### src/rtl/ex_period_meter.sv
// Period / high-time meter for a slow square wave sampled in the safe_clk domain.
// Reports each completed rise-to-rise period, checks it against a tolerance window, and flags a stuck input.
module ex_period_meter #(
    parameter int CNT_W      = 21,
    parameter int EXP_PERIOD = 1_000_001,
    parameter int TOL        = 1_000,
    parameter int TIMEOUT    = 2_000_000
) (
    input  logic             safe_clk,
    input  logic             safe_reset_n,
    input  logic             sig_in,
    output logic [CNT_W-1:0] period_cycles,
    output logic [CNT_W-1:0] high_cycles,
    output logic             meas_valid,
    output logic             period_ok,
    output logic             stuck
);

    typedef logic [CNT_W-1:0] cnt_t;
    typedef logic [CNT_W:0]   ext_t;
    typedef enum logic [1:0] {IDLE, MEAS, STUCK} state_t;

    localparam cnt_t TIMEOUT_C = cnt_t'(TIMEOUT);
    localparam cnt_t ONE_C     = cnt_t'(1);
    localparam ext_t EXP_C     = ext_t'(EXP_PERIOD);
    localparam ext_t TOL_C     = ext_t'(TOL);

    logic   sync1_q, sync2_q, prev_q;
    cnt_t   cnt_q, cnt_d;
    cnt_t   hcnt_q, hcnt_d;
    cnt_t   period_q, high_q;
    logic   valid_q, ok_q, stuck_q;
    state_t state_q;

    logic              rise;
    logic              timeout_hit;
    logic signed [CNT_W:0] diff;
    ext_t              abs_diff;
    logic              in_tol;

    assign rise        = sync2_q & ~prev_q;
    assign timeout_hit = (cnt_q == TIMEOUT_C);

    always_comb begin
        cnt_d  = cnt_q;
        hcnt_d = hcnt_q;
        if (rise) begin
            cnt_d  = ONE_C;
            hcnt_d = ONE_C;
        end else begin
            // Both counters stick at TIMEOUT so a dead input can never wrap into a fake period.
            if (!timeout_hit)
                cnt_d = cnt_q + ONE_C;
            if (sync2_q && (hcnt_q != TIMEOUT_C))
                hcnt_d = hcnt_q + ONE_C;
        end
    end

    always_comb begin
        diff     = $signed({1'b0, cnt_q}) - $signed(EXP_C);
        abs_diff = diff[CNT_W] ? ext_t'(-diff) : ext_t'(diff);
        in_tol   = (abs_diff <= TOL_C);
    end

    always_ff @(posedge safe_clk or negedge safe_reset_n) begin
        if (!safe_reset_n) begin
            sync1_q  <= 1'b0;
            sync2_q  <= 1'b0;
            prev_q   <= 1'b0;
            cnt_q    <= '0;
            hcnt_q   <= '0;
            period_q <= '0;
            high_q   <= '0;
            valid_q  <= 1'b0;
            ok_q     <= 1'b0;
            stuck_q  <= 1'b0;
            state_q  <= IDLE;
        end else begin
            sync1_q <= sig_in;
            sync2_q <= sync1_q;
            prev_q  <= sync2_q;
            cnt_q   <= cnt_d;
            hcnt_q  <= hcnt_d;
            valid_q <= 1'b0;
            case (state_q)
                IDLE: begin
                    if (rise) begin
                        state_q <= MEAS;
                    end else if (timeout_hit) begin
                        state_q <= STUCK;
                        stuck_q <= 1'b1;
                        ok_q    <= 1'b0;
                    end
                end
                MEAS: begin
                    if (rise) begin
                        period_q <= cnt_q;
                        high_q   <= hcnt_q;
                        ok_q     <= in_tol;
                        valid_q  <= 1'b1;
                    end else if (timeout_hit) begin
                        state_q <= STUCK;
                        stuck_q <= 1'b1;
                        ok_q    <= 1'b0;
                    end
                end
                STUCK: begin
                    // The period spanning the stuck interval is discarded; this rise is only a reference.
                    if (rise) begin
                        state_q <= MEAS;
                        stuck_q <= 1'b0;
                    end
                end
                default: state_q <= IDLE;
            endcase
        end
    end

    assign period_cycles = period_q;
    assign high_cycles   = high_q;
    assign meas_valid    = valid_q;
    assign period_ok     = ok_q;
    assign stuck         = stuck_q;

endmodule

### config.mk
export PLATFORM = sky130hd
export DESIGN_NAME = ex_period_meter
export DESIGN_NICKNAME = d
export VERILOG_FILES = /design/src/rtl/ex_period_meter.sv
export SDC_FILE = /design/constraint.sdc
export NUM_CORES = 1
export LEC_CHECK = 0
export CAP_MARGIN = 20
export CORE_ASPECT_RATIO = 0.6
export CORE_MARGIN = 3
export CORE_UTILIZATION = 40
export DETAILED_ROUTE_END_ITERATION = 6
export PLACE_DENSITY = 0.55
export SETUP_SLACK_MARGIN = 0.5
export SLEW_MARGIN = 20
export SYNTH_ARGS = -nofsm -noshare
export SYNTH_HDL_FRONTEND = slang
export SYNTH_SLANG_ARGS = --single-unit
### constraint.sdc
create_clock -name safe_clk -period 3.7 [get_ports safe_clk]
set_input_delay 0.74 -clock safe_clk [delete_from_list [all_inputs] [get_ports safe_clk]]
set_output_delay 0.74 -clock safe_clk [all_outputs]
set_load 0.005 [all_outputs]
---- After elaboration in Yosys (flattened, before gate mapping) ----
Index checks and enable logic that the tools add are counted.
storage, ports and cells
  bits in registers ....................... 92
  input port bits ......................... 3
  output and inout port bits .............. 45
  logic and storage cells ................. 58
operators by class
  $add $sub $neg .......................... 4
  order comparisons ....................... 1
  equality and inequality tests ........... 10
  multiplexer cells ....................... 20
  bitwise logic cells ..................... 2
  reductions and logical operators ........ 10
operators by type and width
  operator                count
  $mux 21                 4
  $add 21x1->21 const B   2
  $le 22x10->1 const B    1
  $mux 22                 1
  $neg 22->22             1
  $sub 21x20->22 const B  1
  $eq 21x21->1 const B    1
  $ne 21x21->1 const B    1
  $ne 2x2->1 const B      5
  $mux 1                  8
  $mux 2                  4
  $pmux 2 s3              1
  $reduce_and 2->1        3
  $reduce_bool 2->1       3
  $pmux 1 s2              2
  $reduce_and 4->1        1
  $eq 2x1->1 const B      1
  $eq 2x2->1 const B      1
  $logic_not 2->1         1
  $ne 2x1->1 const B      1
  $reduce_or 2->1         1
  $and 1x1->1             1
  $logic_and 1x1->1       1
  $not 1->1               1

---- Logic depth before layout (Yosys ltp) ----
Gate-level depths: netlist of run 1.
  depth after elaboration ................. 6
  gate-level depth with buffers ........... 13
  gate-level depth less buffers ........... 10

---- Least setup slack after synthesis of run 1 ----
Ideal clock, no wire load.
  kind .................................... flip-flop to flip-flop
  from .................................... register cnt_q[0]
  to ...................................... register ok_q, in the netlist period_ok
  library setup time ...................... 0.095 ns
  arrival ................................. 2.871 ns
  required time ........................... 3.605 ns
  path slack .............................. 0.733 ns
  cell stages (with the launch flop) ...... 12
  buffers on the path ..................... 2
  period minus slack after synthesis ...... 2.967 ns
  path through ............................ dfrtp_1 clkbuf_1 inv_1 ha_1 clkbuf_1 a31o_2 a211o_1 or4_1 a2111o_1 a31oi_1 nand4_1 o31ai_1
between the ends
  longest elaborated chain between the ends .. 6
  elaborated cells between the ends (all ways) .. 9
  classes of those cells .................. add/sub (2); order compare (1); eq/ne (1); mux (5)
ends and longest elaborated chain
  element                   RTL line  source
  start: declaration        29        cnt_t cnt_q, cnt_d;
  start signal: assignment  82        cnt_q <= cnt_d;
  $sub 21x20->22            60        diff = $signed({1'b0, cnt_q}) - $signed(EXP_C);
  $neg 22->22               61        abs_diff = diff[CNT_W] ? ext_t'(-diff) : ext_t'(diff);
  $mux 22                   61
  $le 22x10->1              62        in_tol = (abs_diff <= TOL_C);
  $mux 1                    96        if (rise) begin
  $pmux 1 s2 *              85        case (state_q)
  end signal: assignment    99        ok_q <= in_tol;
  end: declaration          32        logic valid_q, ok_q, stuck_q;
Every way passes the cells marked *; elsewhere a longest branch is shown, timed or not. The select of a mux whose other input is x is not followed.
A chain may end at the register's enable or synchronous reset.

---- Worst setup path after layout of run 1 ----
  from .................................... register cnt_q[1]
  to ...................................... register ok_q, in the netlist period_ok
Same word-level chain as after synthesis.

==> flow_metrics.env, run 1 <==
export IMPL_die_h_um=94.2
export IMPL_syn_area_um2=5190
export IMPL_final_min_clock_period_ps=3070
export IMPL_drc=0
export IMPL_fin_nets=601
export IMPL_start_util_pct=41.9
export IMPL_setup_viol=0
export IMPL_wl_met3_um=941
export IMPL_overflow=0
export IMPL_clock_latency_ps=350
export IMPL_path_cells="buf_4 -> or4_4 -> o21ai_4 -> a21oi_4 -> or4_1 -> a2111o_1 -> a31oi_1 -> nand4_1 -> o31ai_2"
export IMPL_fin_crit_sh_pct=83.0
export IMPL_max_slew_margin_rel_pct=39.2
export IMPL_ir_drop_mv=0.218
export IMPL_grt_pass1_wl_mm=22.9
export IMPL_dp_hpwl_mm=10.1
export IMPL_wl_mm=14.0
export IMPL_cp_top_family="compound AO/OA/AOI/OAI gates"
export IMPL_ys_types=60
export IMPL_rr_endpoint="period_ok"
export IMPL_grt_use_total_pct=20.1
export IMPL_fp_row_count=31
export IMPL_holdWs_ps=352
export IMPL_power_density_nw_per_um2=441
export IMPL_leakage_nw=2.62
export IMPL_synth_edf_count=0
export IMPL_multiInputGateArea_um2=2760
export IMPL_grt_pass1_vias=3954
export IMPL_reg2regPathDepth=9
export IMPL_cts_tree="done"
export IMPL_num_antenna_cells=0
export IMPL_numPlacedInstances=738
export IMPL_synthArstFlopShare_pct=100
export IMPL_drv_cap=0
export IMPL_core_um2=12400
export IMPL_ys_seq_area_share_pct=44.4
export IMPL_crit_arrival_ps=3330
export IMPL_wl_per_cell_um=18.4
export IMPL_synth_main_ff_cell="dfrtp_1"
export IMPL_numCtsBuffers=9
export IMPL_synth_warnings=0
export IMPL_max_stage_delay_ps=540
export IMPL_grt_max_degree=45
export IMPL_rrSetupSlack_ps=630
export IMPL_holdCritPathClass="in -> async"
export IMPL_start_kind="register"
export IMPL_max_freq_mhz=326
export IMPL_place_congestion=0.917
export IMPL_firstDrtPassIters=5
export IMPL_clk_root_buffer_cell="clkbuf_16"
export IMPL_met2WireLength_mm=5.09
export IMPL_wl_met1_mm=7.86
export IMPL_worst_pin_slew_ps=903
export IMPL_final_common_cell="dfrtp_1"
export IMPL_netlist_instances=542
export IMPL_n_fill_cell=1158
export IMPL_cp_required_ps=3960
export IMPL_num_io_pins=48
export IMPL_via_count=4311
export IMPL_clkTransAtPathRegs_ps=70
export IMPL_antenna_found_initial=0
export IMPL_final_util_pct=50.8
export IMPL_maxSlewViolCount=0
export IMPL_stdcell_count=762
export IMPL_drt_iter0_markers=428
export IMPL_critPathKind="reg -> reg"
export IMPL_portBuffers=47
export IMPL_layout_drive_gt1_share_pct=18.8
export IMPL_clock_sinks=92
export IMPL_reg2reg_from="cnt_q[1]"
export IMPL_mostFrequentLayoutCells="dfrtp_1 (87), nor2_1 (60), clkdlybuf4s50_1 (46)"
export IMPL_routed_top_layer="met4"
export IMPL_area_growth_pct=21.2
export IMPL_postSynthAreaPerCell_um2=9.57
export IMPL_ant_nets=0
export IMPL_tns_ps=0
export IMPL_die_area_um2=14400
export IMPL_fin_skew_ps=13.0
export IMPL_htreeDepth=3
export IMPL_seqCellArea_um2=2310
export IMPL_path_buf_inv=1
export IMPL_synth_seq_cells=92
export IMPL_crit_fanout=10
export IMPL_hold_buffers=0
export IMPL_hold_viol=0
export IMPL_die_w_um=153
export IMPL_rsz0062_at_grt="no"
export IMPL_end_kind="register"
export IMPL_clock_path_buffers=2
export IMPL_synth_nets=551
export IMPL_vias_per_cell=5.66
export IMPL_status="completed"
export IMPL_cp_slowest_cell="or4_1"
==> through the flow <==
step           worst slack [ps]  cell area (um2)  power (mW)
2_1_floorplan               733             5190        1.56
4_1_cts                     502             6160        2.75
3_3_place_gp                508             5870        1.80
6_report                    630             6290        2.77
3_5_place_dp                495             5870        1.81
5_1_grt                     514             6290        2.92
==> cell type report <==
type,count,area share (%)
multi-input combinational,399,43.8
timing repair buffer,73,10.5
clock inverter,7,0.995
clock buffer,9,3.58
sequential,92,36.7
tap,165,3.28
inverter,17,1.02
==> per-layer routing <==
| layer | vias to the layer above | global-route usage [%] |
|---|---|---|
| li1 | 2053 | - |
| met1 | 2103 | 34.6 |
| met2 | 146 | 23.8 |
| met3 | 9 | 4.60 |
| met4 | 0 | 4.52 |
| met5 | - | 0 |
==> synthesized netlist by cell type, types with 5 or more instances <==
library cell	number	area, um2
a31oi_1	5	31.3
nand3_1	19	95.1
and3_1	8	50.1
nor4_1	5	31.3
dfrtp_1	92	2300
o31ai_1	5	37.5
clkbuf_1	32	120
or4_1	7	52.6
nor2_1	62	233
a21oi_1	24	120
xnor2_1	24	210
xor2_1	20	175
nand2_1	33	124
mux2_2	44	495
nor3_1	16	80.1
nand4_1	18	113
or3_1	11	68.8
ha_1	6	75.1
inv_1	17	63.8
o21ai_0	22	110
==> how the worst max path moves through the flow <==
stage,startpoint,cells past startpoint,endpoint
after floorplan,cnt_q[0],11,period_ok
after global placement,cnt_q[1],10,period_ok
after detailed placement,cnt_q[11],8,period_ok
after CTS,cnt_q[10],8,period_ok
after global routing,cnt_q[1],9,period_ok
final,cnt_q[1],9,period_ok
==> power by group <==
part	switching, mW	total [mW]	internal (mW)
clock network	0.440	0.913	0.473
registers	0.0784	1.16	1.08
logic	0.378	0.701	0.323
==> sequential cells by signal, summed over array words and instances (netlist names) <==
name	cells
stuck	1
state_q	2
period_cycles	21
meas_valid	1
sync2_q	1
sync1_q	1
period_ok	1
cnt_q	21
high_cycles	21
prev_q	1
hcnt_q	21
==> kinds of logic (layout without fill, tap and decap cells) <==
group                    after synthesis  in the layout  synth area share, %
AO/OA/AOI/OAI                         97             97                 12.4
buffers and inverters                 51            106                 3.76
multiplexers                          46             46                 9.94
flip-flops                            92             92                 44.4
adder cells (fa/ha/maj)                6              6                 1.45
AND/OR/NAND/NOR                      206            206                 20.6
XOR/XNOR                              44             44                 7.43
==> what timing repair did <==
action,CTS,global route
resized for setup,2,16
endpoints found under the setup margin,1,1
buffers inserted,0,8
pin swaps,0,3
cloned,0,0
No activity file was read; power rests on OpenSTA's default activity.
==> inputs of run 2 (changes only) <==
==> constraint.sdc (replaced) <==
create_clock -name safe_clk -period 3.1 [get_ports safe_clk]
set_input_delay 0.62 -clock safe_clk [delete_from_list [all_inputs] [get_ports safe_clk]]
set_output_delay 0.62 -clock safe_clk [all_outputs]
set_load 0.005 [all_outputs]
==> flow_metrics.env, run 2 (synthesis gave the netlist of run 1 again) <==
export IMPL_cp_required_ps=3350
export IMPL_end_kind="register"
export IMPL_area_growth_pct=28.0
export IMPL_clock_sinks=92
export IMPL_final_min_clock_period_ps=2850
export IMPL_fin_nets=636
export IMPL_max_freq_mhz=351
export IMPL_holdWs_ps=304
export IMPL_drc=0
export IMPL_hold_viol=0
export IMPL_mostFrequentLayoutCells="dfrtp_1 (85), nor2_1 (60), buf_4 (60)"
export IMPL_ant_nets=0
export IMPL_maxSlewViolCount=0
export IMPL_final_util_pct=53.7
export IMPL_ir_drop_mv=0.244
export IMPL_die_h_um=94.2
export IMPL_wl_mm=14.4
export IMPL_dp_hpwl_mm=10.5
export IMPL_cts_tree="done"
export IMPL_drt_iter0_markers=314
export IMPL_firstDrtPassIters=5
export IMPL_leakage_nw=2.82
export IMPL_vias_per_cell=5.56
export IMPL_via_count=4428
export IMPL_fin_skew_ps=8.99
export IMPL_clk_root_buffer_cell="clkbuf_16"
export IMPL_numCtsBuffers=9
export IMPL_setup_viol=0
export IMPL_final_common_cell="dfrtp_1"
export IMPL_grt_pass1_vias=4128
export IMPL_layout_drive_gt1_share_pct=25.3
export IMPL_drv_cap=0
export IMPL_clock_latency_ps=350
export IMPL_crit_fanout=5
export IMPL_portBuffers=47
export IMPL_path_cells="or4_4 -> o21ai_4 -> a21oi_4 -> or4_4 -> a2111o_1 -> a31oi_1 -> nand4_1 -> o31ai_1"
export IMPL_wl_per_cell_um=18.1
export IMPL_path_common_cell="or4_4"
export IMPL_num_antenna_cells=0
export IMPL_antenna_found_initial=0
export IMPL_total_power_mw=3.40
export IMPL_grt_use_total_pct=20.8
export IMPL_numPlacedInstances=764
export IMPL_cp_slowest_cell="or4_4"
export IMPL_stdcell_count=797
export IMPL_start_util_pct=41.9
export IMPL_hold_buffers=0
export IMPL_status="completed"
export IMPL_htreeDepth=3
export IMPL_cp_top_family="simple AND/OR/NAND/NOR gates"
export IMPL_max_stage_delay_ps=550
export IMPL_crit_arrival_ps=3100
export IMPL_die_w_um=153
export IMPL_overflow=0
export IMPL_worst_pin_slew_ps=942
export IMPL_grt_max_degree=49
export IMPL_rsz0062_at_grt="yes"
export IMPL_power_density_nw_per_um2=513
export IMPL_critPathKind="reg -> reg"
export IMPL_max_slew_margin_rel_pct=36.6
export IMPL_clkTransAtPathRegs_ps=70
export IMPL_num_io_pins=48
export IMPL_grt_pass1_wl_mm=23.5
export IMPL_path_buf_inv=0
export IMPL_die_area_um2=14400
export IMPL_start_kind="register"
export IMPL_holdCritPathClass="in -> async"
export IMPL_fp_row_count=31
export IMPL_fin_crit_sh_pct=91.9
export IMPL_clock_path_buffers=2
export IMPL_core_um2=12400
export IMPL_place_congestion=0.910
export IMPL_tns_ps=0
## run 2: cell count changes in the layout (fill, tap and decap cells not counted), moves of 2 or more
| cell | before | now |
|---|---|---|
| buf_4 | 27 | 60 |
| buf_12 | 0 | 2 |
| dfrtp_1 | 87 | 85 |
| dfrtp_2 | 5 | 7 |
| inv_1 | 17 | 15 |
| inv_2 | 0 | 2 |
| o22ai_1 | 4 | 2 |
| o22ai_2 | 0 | 2 |
| or4_1 | 4 | 2 |
| or4_4 | 3 | 5 |
## run 2: cell type report
class / instances / area [um2]
fillers: 1116 / 5730
well taps: 165 / 206
multi-input cells: 399 / 2810
clock buffers: 9 / 225
flip-flops and latches: 92 / 2310
clock inverters: 7 / 67.6
repair buffers: 108 / 951
inverters: 17 / 63.8
## run 2: worst reg2reg max path: cells and delay by family (launching register included)
| kind | cells | cell delay, ps |
|---|---|---|
| compound gates | 5 | 1120 |
| flops | 1 | 440 |
| simple gates | 3 | 1210 |
## run 2: where the power goes
| part | switching (mW) | leakage, nW | internal (mW) |
|---|---|---|---|
| Sequential | 0.0827 | 1.24 | 1.29 |
| Combinational | 0.495 | 1.44 | 0.457 |
| Clock | 0.514 | 0.146 | 0.567 |
| Total | 1.09 | 2.82 | 2.31 |
## run 2: routing by layer
| metal | vias to the layer above | routed length [um] | track usage [%] | share of wire, % |
|---|---|---|---|---|
| li1 | 2120 | - | - | - |
| met1 | 2181 | 8360 | 35.5 | 58 |
| met2 | 118 | 5180 | 25.0 | 36 |
| met3 | 9 | 811 | 5.29 | 5.6 |
| met4 | 0 | 90 | 3.85 | 0.62 |
| met5 | - | 0 | 0 | 0 |
## run 2: metrics by stage
stage | setup WS, ps | area, um2
floorplan | 305 | 5220
global placement | 160 | 6120
detailed placement | 31.8 | 6120
CTS | 218 | 6520
global route | 138 | 6640
finish | 250 | 6640
## run 2: repair_timing
item,in CTS,in global routing
resized for setup,9,18
buffers inserted,10,7
pin swaps,6,9
setup endpoints to repair,1,5
## run 2: worst paths after layout
check | start | end | slack [ps] | cells after the start
worst min-delay path | safe_reset_n | high_cycles[5] | 300 | 1
max in group asynchronous | safe_reset_n | cnt_q[7] | 2080 | 2
worst max register to register | cnt_q[7] | period_ok | 250 | 8
worst min register to register | sync1_q | sync2_q | 370 | 0
worst max-delay path | cnt_q[7] | period_ok | 250 | 8
min in group safe_clk | sync1_q | sync2_q | 370 | 0
==> inputs of run 3 (changes only) <==
--- a/config.mk
+++ b/config.mk
@@ -9,8 +9,9 @@
 export CORE_ASPECT_RATIO = 0.6
 export CORE_MARGIN = 3
 export CORE_UTILIZATION = 40
+export CTS_CLUSTER_DIAMETER = 50
 export DETAILED_ROUTE_END_ITERATION = 6
-export PLACE_DENSITY = 0.55
+export PLACE_DENSITY = 0.57
 export SETUP_SLACK_MARGIN = 0.5
 export SLEW_MARGIN = 20
 export SYNTH_ARGS = -nofsm -noshare
==> constraint.sdc (replaced) <==
create_clock -name safe_clk -period 2.56 [get_ports safe_clk]
set_input_delay 0.512 -clock safe_clk [delete_from_list [all_inputs] [get_ports safe_clk]]
set_output_delay 0.512 -clock safe_clk [all_outputs]
set_load 0.005 [all_outputs]
==> flow_metrics.env, run 3 (synthesis gave the netlist of run 1 again) <==
export IMPL_clock_sinks=92
export IMPL_n_fill_cell=1079
export IMPL_grt_max_degree=78
export IMPL_drt_iter0_markers=339
export IMPL_firstDrtPassIters=4
export IMPL_grt_pass1_wl_mm=23.4
export IMPL_met2_usage_pct=24.9
export IMPL_num_antenna_cells=0
export IMPL_design_area_um2=7090
export IMPL_tns_ps=-283
export IMPL_fin_crit_sh_pct=111
export IMPL_crit_arrival_ps=3100
export IMPL_leakage_nw=3.06
export IMPL_maxSlewViolCount=0
export IMPL_fin_nets=683
export IMPL_max_freq_mhz=352
export IMPL_die_area_um2=14400
export IMPL_holdCritPathClass="in -> async"
export IMPL_grt_use_total_pct=20.9
export IMPL_multiInputGateArea_um2=2920
export IMPL_critPathKind="reg -> reg"
export IMPL_clock_path_buffers=2
export IMPL_holdWs_ps=35.8
export IMPL_hold_viol=0
export IMPL_final_util_pct=57.3
export IMPL_final_min_clock_period_ps=2840
export IMPL_grt_pass1_vias=4240
export IMPL_start_kind="register"
export IMPL_place_area_um2=6560
export IMPL_num_io_pins=48
export IMPL_numCtsBuffers=9
export IMPL_antenna_found_initial=0
export IMPL_vias_per_cell=5.52
export IMPL_core_um2=12400
export IMPL_layout_drive_gt1_share_pct=32.0
export IMPL_total_power_mw=4.28
export IMPL_hold_buffers=0
export IMPL_gr_max_usage_layer="met1"
export IMPL_clkTransAtPathRegs_ps=70
export IMPL_place_congestion=0.932
export IMPL_worst_pin_slew_ps=555
export IMPL_final_common_cell="buf_4"
export IMPL_reg2regPathDepth=11
export IMPL_fp_row_count=31
export IMPL_ir_drop_mv=0.327
export IMPL_grt_met3_usage_pct=5.71
export IMPL_clk_root_buffer_cell="clkbuf_16"
export IMPL_start_util_pct=41.9
export IMPL_rrSetupSlack_ps=-280
export IMPL_fin_ws_ps=-283
export IMPL_clock_latency_ps=340
export IMPL_setup_viol=1
export IMPL_wl_mm=15.0
export IMPL_end_kind="register"
export IMPL_portBuffers=47
export IMPL_area_growth_pct=36.6
export IMPL_use_met1_pct=35.4
export IMPL_dp_hpwl_mm=11.1
export IMPL_cts_tree="done"
export IMPL_drv_cap=0
export IMPL_crit_fanout=4
export IMPL_status="finished, violations left"
export IMPL_die_h_um=94.2
export IMPL_cp_required_ps=2810
export IMPL_drc=0
export IMPL_overflow=0
export IMPL_ant_nets=0
export IMPL_power_density_nw_per_um2=605
export IMPL_wl_per_cell_um=17.8
export IMPL_rsz0062_at_grt="yes"
export IMPL_violations="negative setup slack"
export IMPL_max_slew_margin_rel_pct=63.0
export IMPL_fin_skew_ps=8.59
export IMPL_htreeDepth=3
export IMPL_seqCellArea_um2=2300
export IMPL_mostFrequentLayoutCells="buf_4 (106), dfrtp_1 (91), nor2_1 (56)"
export IMPL_die_w_um=153
export IMPL_via_count=4660
==> run 3: power by group <==
group          switching, mW  total [mW]  internal, mW
sequential            0.0937        1.65          1.56
combinational          0.674        1.34         0.670
clock                  0.594        1.29         0.692
total                   1.36        4.28          2.92
==> run 3: routing by layer <==
layer	vias to the layer above	routed length [um]
li1	2230	-
met1	2268	8200
met2	155	5610
met3	7	1100
met4	0	94
met5	-	0
==> run 3: what timing repair did <==
item                       4_1_cts  5_1_grt
pin swaps                        3        9
setup buffers                    1        6
setup endpoints to repair       12       18
hold endpoints to repair         0        0
gates resized for setup         18       22
==> run 3: path summary, 6_finish.rpt <==
path,startpoint,to
setup / recovery,cnt_q[2],period_ok
hold / removal,safe_reset_n,sync1_q
setup reg to reg,cnt_q[2],period_ok
hold reg to reg,sync1_q,sync2_q
max in group asynchronous,safe_reset_n,cnt_q[1]
min in group safe_clk,sync1_q,sync2_q
==> run 3: final cells by class <==
class | count | area share [%]
clock buffers | 10 | 3.37
repair buffers | 155 | 18.4
flip-flops and latches | 92 | 32.5
well taps | 165 | 2.91
inverters | 17 | 0.901
multi-input cells | 399 | 41.3
clock inverters | 6 | 0.653
==> run 3: stage by stage <==
step / cells / worst slack, ps
final: 844 / -283
after detailed placement: 821 / -345
after CTS: 838 / -240
after global placement: 821 / -290
after floorplan: 542 / -235
after global routing: 844 / -452
==> run 3: worst max-delay path, stage by stage, from the launching register on <==
cell and delay, ps:
dfrtp_1 390, buf_4 150, nor4_4 310, buf_4 190
a31oi_4 100, o41ai_4 380, buf_4 180, nand4_1 230
o31a_1 340, o22ai_2 150, nand4_1 100, o31ai_1 230
==> variant 1, RTL diff (settings of run 3) <==
Add an input register stage for `sig_in`, with the module's reset; this delays it by one clock.
--- a/src/rtl/ex_period_meter.sv
+++ b/src/rtl/ex_period_meter.sv
@@ -25,4 +25,14 @@
     localparam ext_t EXP_C     = ext_t'(EXP_PERIOD);
     localparam ext_t TOL_C     = ext_t'(TOL);
+
+    logic sig_q;
+
+    always_ff @(posedge safe_clk or negedge safe_reset_n) begin
+        if (!safe_reset_n) begin
+            sig_q <= '0;
+        end else begin
+            sig_q <= sig_in;
+        end
+    end
 
     logic   sync1_q, sync2_q, prev_q;
@@ -77,5 +87,5 @@
             state_q  <= IDLE;
         end else begin
-            sync1_q <= sig_in;
+            sync1_q <= sig_q;
             sync2_q <= sync1_q;
             prev_q  <= sync2_q;
Behaviour: not the same (Yosys sat finds a counterexample within 10 cycles, from zero or initial values and one cycle with safe_reset_n low).
==> variant 1 against run 3 <==
- the flow still finishes with violations (setup timing)
- area after synthesis up 0.48%
- sequential cell count grew 1
- die area increased by 0.46%
- power up 3.8%
- sequential share of layout area down 0.65 points
- wire length is 0.15% higher
- design area grew 3.2%
- critical path type unchanged
- synthesized cell count is 0.18% higher
- worst setup slack improved by 81 ps
==> variant 1: results (changes against run 3) <==
[route]
routed_wl_mm=15.0  ; +0.15%
initialDrtViolationCount=402  ; +19%
wl_met3_um=879  ; -20%
dr_total_vias=4597  ; -1.4%

[timing]
fin_ws_ps=-202  ; +80.9 ps
holdWs_ps=137  ; +101 ps
setup_violations=1  ; unchanged
skew_ps=6.76  ; -1.83 ps
fin_setup_tns_ps=-202  ; +80.9 ps
tightest_slew_ps=553  ; -2.05 ps

[global_route]
grt_use_total_pct=21.2  ; +0.38 points
grt_pass1_wl_mm=24.3  ; +3.8%
grt_pass1_vias=4499  ; +6.1%

[yosys]
synthTopCellsByCount=dfrtp_1, nor2_1, mux2_2
synth_fa_ha_area_share_pct=1.44  ; -0.0070 points
synthXorXnorAreaFrac_pct=7.39  ; -0.036 points
synth_area_leaders=dfrtp_1, mux2_2, nor2_1, xnor2_1, xor2_1

[setup_path]
crit_fanout=8  ; +4
slowest_delay_ps=440  ; +50 ps
r2r_start=cnt_q[1]
cp_slowest_cell=dfrtp_2

[clocking]
insertion_delay_ps=360  ; +20 ps

[run_status]
violations=setup timing
outcome=finished, violations left

[placement]
dpl_worst_slack_ps=-251  ; +94.1 ps
gp_congestion=0.932  ; about the same

[cells_and_area]
nets=688  ; +0.73%
post_route_cells_drive_above_1_share_pct=34.2  ; +2.3 points

[power]
ir_drop_v=0.000364  ; +11%

## variant 1: cell types whose count changed in the layout (fill, tap and decap cells not counted), sizes merged
cell and delta:
buf +4, bufinv +1, clkbuf -1, clkinvlp -1, dfrtp +1, inv +1
## variant 1: per-layer routing
layer  up-vias  GRT usage [%]
li1       2227              -
met1      2245           33.7
met2       114           28.6
met3        11           5.27
met4         0           5.14
met5         -              0
## variant 1: metrics by stage
step	util, %	power [mW]	std cells
3_3_place_gp	53.0	2.84	817
6_report	59.1	4.45	849
4_1_cts	57.3	4.41	839
5_1_grt	59.1	4.67	849
3_5_place_dp	53.0	2.88	817
2_1_floorplan	-	2.31	543
## variant 1: worst max-delay path by stage
stage	to	slack, ps	depth (start not counted)
after floorplan	period_ok	-230	9
after global placement	period_ok	-250	8
after detailed placement	period_ok	-250	8
after CTS	period_ok	-170	8
after global routing	period_ok	-340	12
final	period_ok	-200	11
## variant 1: kinds of logic after synthesis
family	Yosys count
XOR/XNOR	44
buffers and inverters	51
AND/OR/NAND/NOR	206
AO/OA/AOI/OAI	97
flip-flops	93
adder cells (fa/ha/maj)	6
multiplexers	46
## variant 1: layout make-up
type | count | area (um2)
fill | 1044 | 5060
multi-input combinational | 399 | 3010
sequential | 93 | 2330
timing repair buffer | 159 | 1390
clock buffer | 9 | 225
tap | 165 | 206
clock inverter | 7 | 91.3
inverter | 17 | 63.8
## variant 1: worst max-delay path, delay by kind of cell, from the launching register on
family	cells	cell delay [ps]
AOI/OAI and AO/OA	4	950
xor gates and xnor gates	1	160
buffers and inverters	3	510
DFF	1	440
and+or+nand+nor	3	610
## variant 1: power breakdown
group          internal (mW)  leakage (nW)  switching, mW  total [mW]
logic                  0.689          1.74          0.674        1.36
clock network          0.781         0.151          0.634        1.41
registers               1.58          1.26         0.0941        1.67
total                   3.04          3.15           1.40        4.45
## variant 1: what timing repair did
action	in CTS	in global routing
pin swaps	11	19
endpoints found under the hold margin	0	0
endpoints found under the setup margin	12	17
setup buffers	6	10
gates resized for setup	38	34
==> variant 2, RTL diff (flow settings as in run 3) <==
Made on the original files. The parameter `CNT_W` goes from 21 to 17.
--- a/src/rtl/ex_period_meter.sv
+++ b/src/rtl/ex_period_meter.sv
@@ -2,5 +2,5 @@
 // Reports each completed rise-to-rise period, checks it against a tolerance window, and flags a stuck input.
 module ex_period_meter #(
-    parameter int CNT_W      = 21,
+    parameter int CNT_W      = 17,
     parameter int EXP_PERIOD = 1_000_001,
     parameter int TOL        = 1_000,
Interface: changed (resized high_cycles and period_cycles); port bits go from 48 to 40. The function was not compared with the original's and may differ.
==> variant 2 against run 3 <==
- hold slack better by 98 ps
- clock skew is 3.6 ps lower
- area after synthesis is 35% lower
- non-clock buffer count is 112 lower
- worst setup slack better by 980 ps
- wire length is 53% lower
- sequential cell count is 16 lower
- sequential share of layout area is 13 points higher
- design area is 41% lower
- cell count is 48% lower
- first-iteration DRC count is 52% lower
- power is 32% lower
- global-route usage is 4.4 points lower
==> variant 2: results (changes against run 3) <==
[setup_path]
cp_slowest_cell=or4_1
critPathArrivalTime_ps=2130  ; -970 ps
critPathTopFamily=simple AND/OR/NAND/NOR gates
slowest_delay_ps=480  ; +90 ps

[cells_and_area]
multi_input_area_share_pct=33.4  ; -7.9 points
clkCellAreaFrac_pct=6.91  ; +2.9 points
nClkBuffers=14  ; +4
non_clock_inverter_count=8  ; -9
nonClkBufAreaFrac_pct=10.3  ; -8.1 points
nMultiInputCombCells=192  ; -52%
nNonClkBuffers=43  ; -72%
area_delta_synth_final_pct=23.9
nets=337  ; -51%
post_route_cells_drive_above_1_share_pct=18.9  ; -13 points
sh_seq_area_pct=45.5  ; +13 points

[floorplanning]
nWellTaps=108  ; -35%

[global_route]
grt_max_degree=42  ; -46%
grt_use_total_pct=16.5  ; -4.4 points

[timing]
tightest_slew_ps=460  ; -94.9 ps
maxSlewHeadroom_pct=68.9  ; +5.9 points
skew_ps=4.98  ; -3.61 ps

[run_status]
outcome=finished, final reports clean

[yosys]
synth_nets=294  ; -47%
synthTopCellsByCount=dfrtp_1, mux2_2, nor2_1
synth_area_leaders=dfrtp_1, mux2_2, nor2_1, xnor2_1, xor2_1
synth_seq_area_share_pct=56.3  ; +12 points

[clocking]
cts_resized=0  ; -18
cts_setup_buffers=0  ; -1

[placement]
place_area_um2=3890  ; -41%
gp_congestion=0.797  ; -14%

[route]
wl_per_cell_um=16.1  ; -9.6%
initialDrtViolationCount=162  ; -52%
dr_total_vias=2336  ; -50%

[power]
switching_share_pct=23.9  ; -7.9 points
p_leak_nw=1.87  ; -39%

==> variant 2: logic make-up (layout without fill, tap and decap cells) <==
| family | after synthesis | count (layout) | synth area share [%] |
|---|---|---|---|
| and+or+nand+nor | 104 | 104 | 17.3 |
| adders and majority gates | 4 | 4 | 1.48 |
| muxes | 37 | 37 | 12.3 |
| xor gates and xnor gates | 19 | 19 | 4.93 |
| AOI/OAI and AO/OA | 28 | 28 | 5.15 |
| DFF | 76 | 76 | 56.3 |
| buffers and inverters | 19 | 66 | 2.56 |
==> variant 2: power by group through the flow <==
stage / logic, mW / clock network, mW / registers [mW]
floorplan: 0.188 / 0 / 1.37
global route: 0.368 / 1.30 / 1.41
global placement: 0.327 / 0 / 1.40
finish: 0.328 / 1.22 / 1.38
CTS: 0.335 / 1.25 / 1.39
detailed placement: 0.331 / 0 / 1.41
==> variant 2: final timing paths <==
path	from	end	slack [ps]	cells past startpoint
setup / recovery	cnt_q[0]	cnt_q[16]	700	5
hold / removal	safe_reset_n	meas_valid	130	1
setup reg to reg	cnt_q[0]	cnt_q[16]	700	5
hold reg to reg	sync1_q	sync2_q	350	0
max in group asynchronous	safe_reset_n	hcnt_q[14]	1850	2
min in group safe_clk	sync1_q	sync2_q	350	0
==> variant 2: per-stage QoR <==
| stage | power (mW) | setup WS, ps |
|---|---|---|
| 2_1_floorplan | 1.56 | 889 |
| 3_3_place_gp | 1.73 | 632 |
| 3_5_place_dp | 1.74 | 582 |
| 4_1_cts | 2.97 | 568 |
| 5_1_grt | 3.07 | 542 |
| 6_report | 2.93 | 695 |
==> variant 2: per-layer routing <==
metal	part of all wire [%]	up-vias	track usage [%]
li1	-	1118	-
met1	55	1151	26.5
met2	37	59	19.7
met3	6.2	8	4.94
met4	1.6	0	6.89
met5	0	-	0
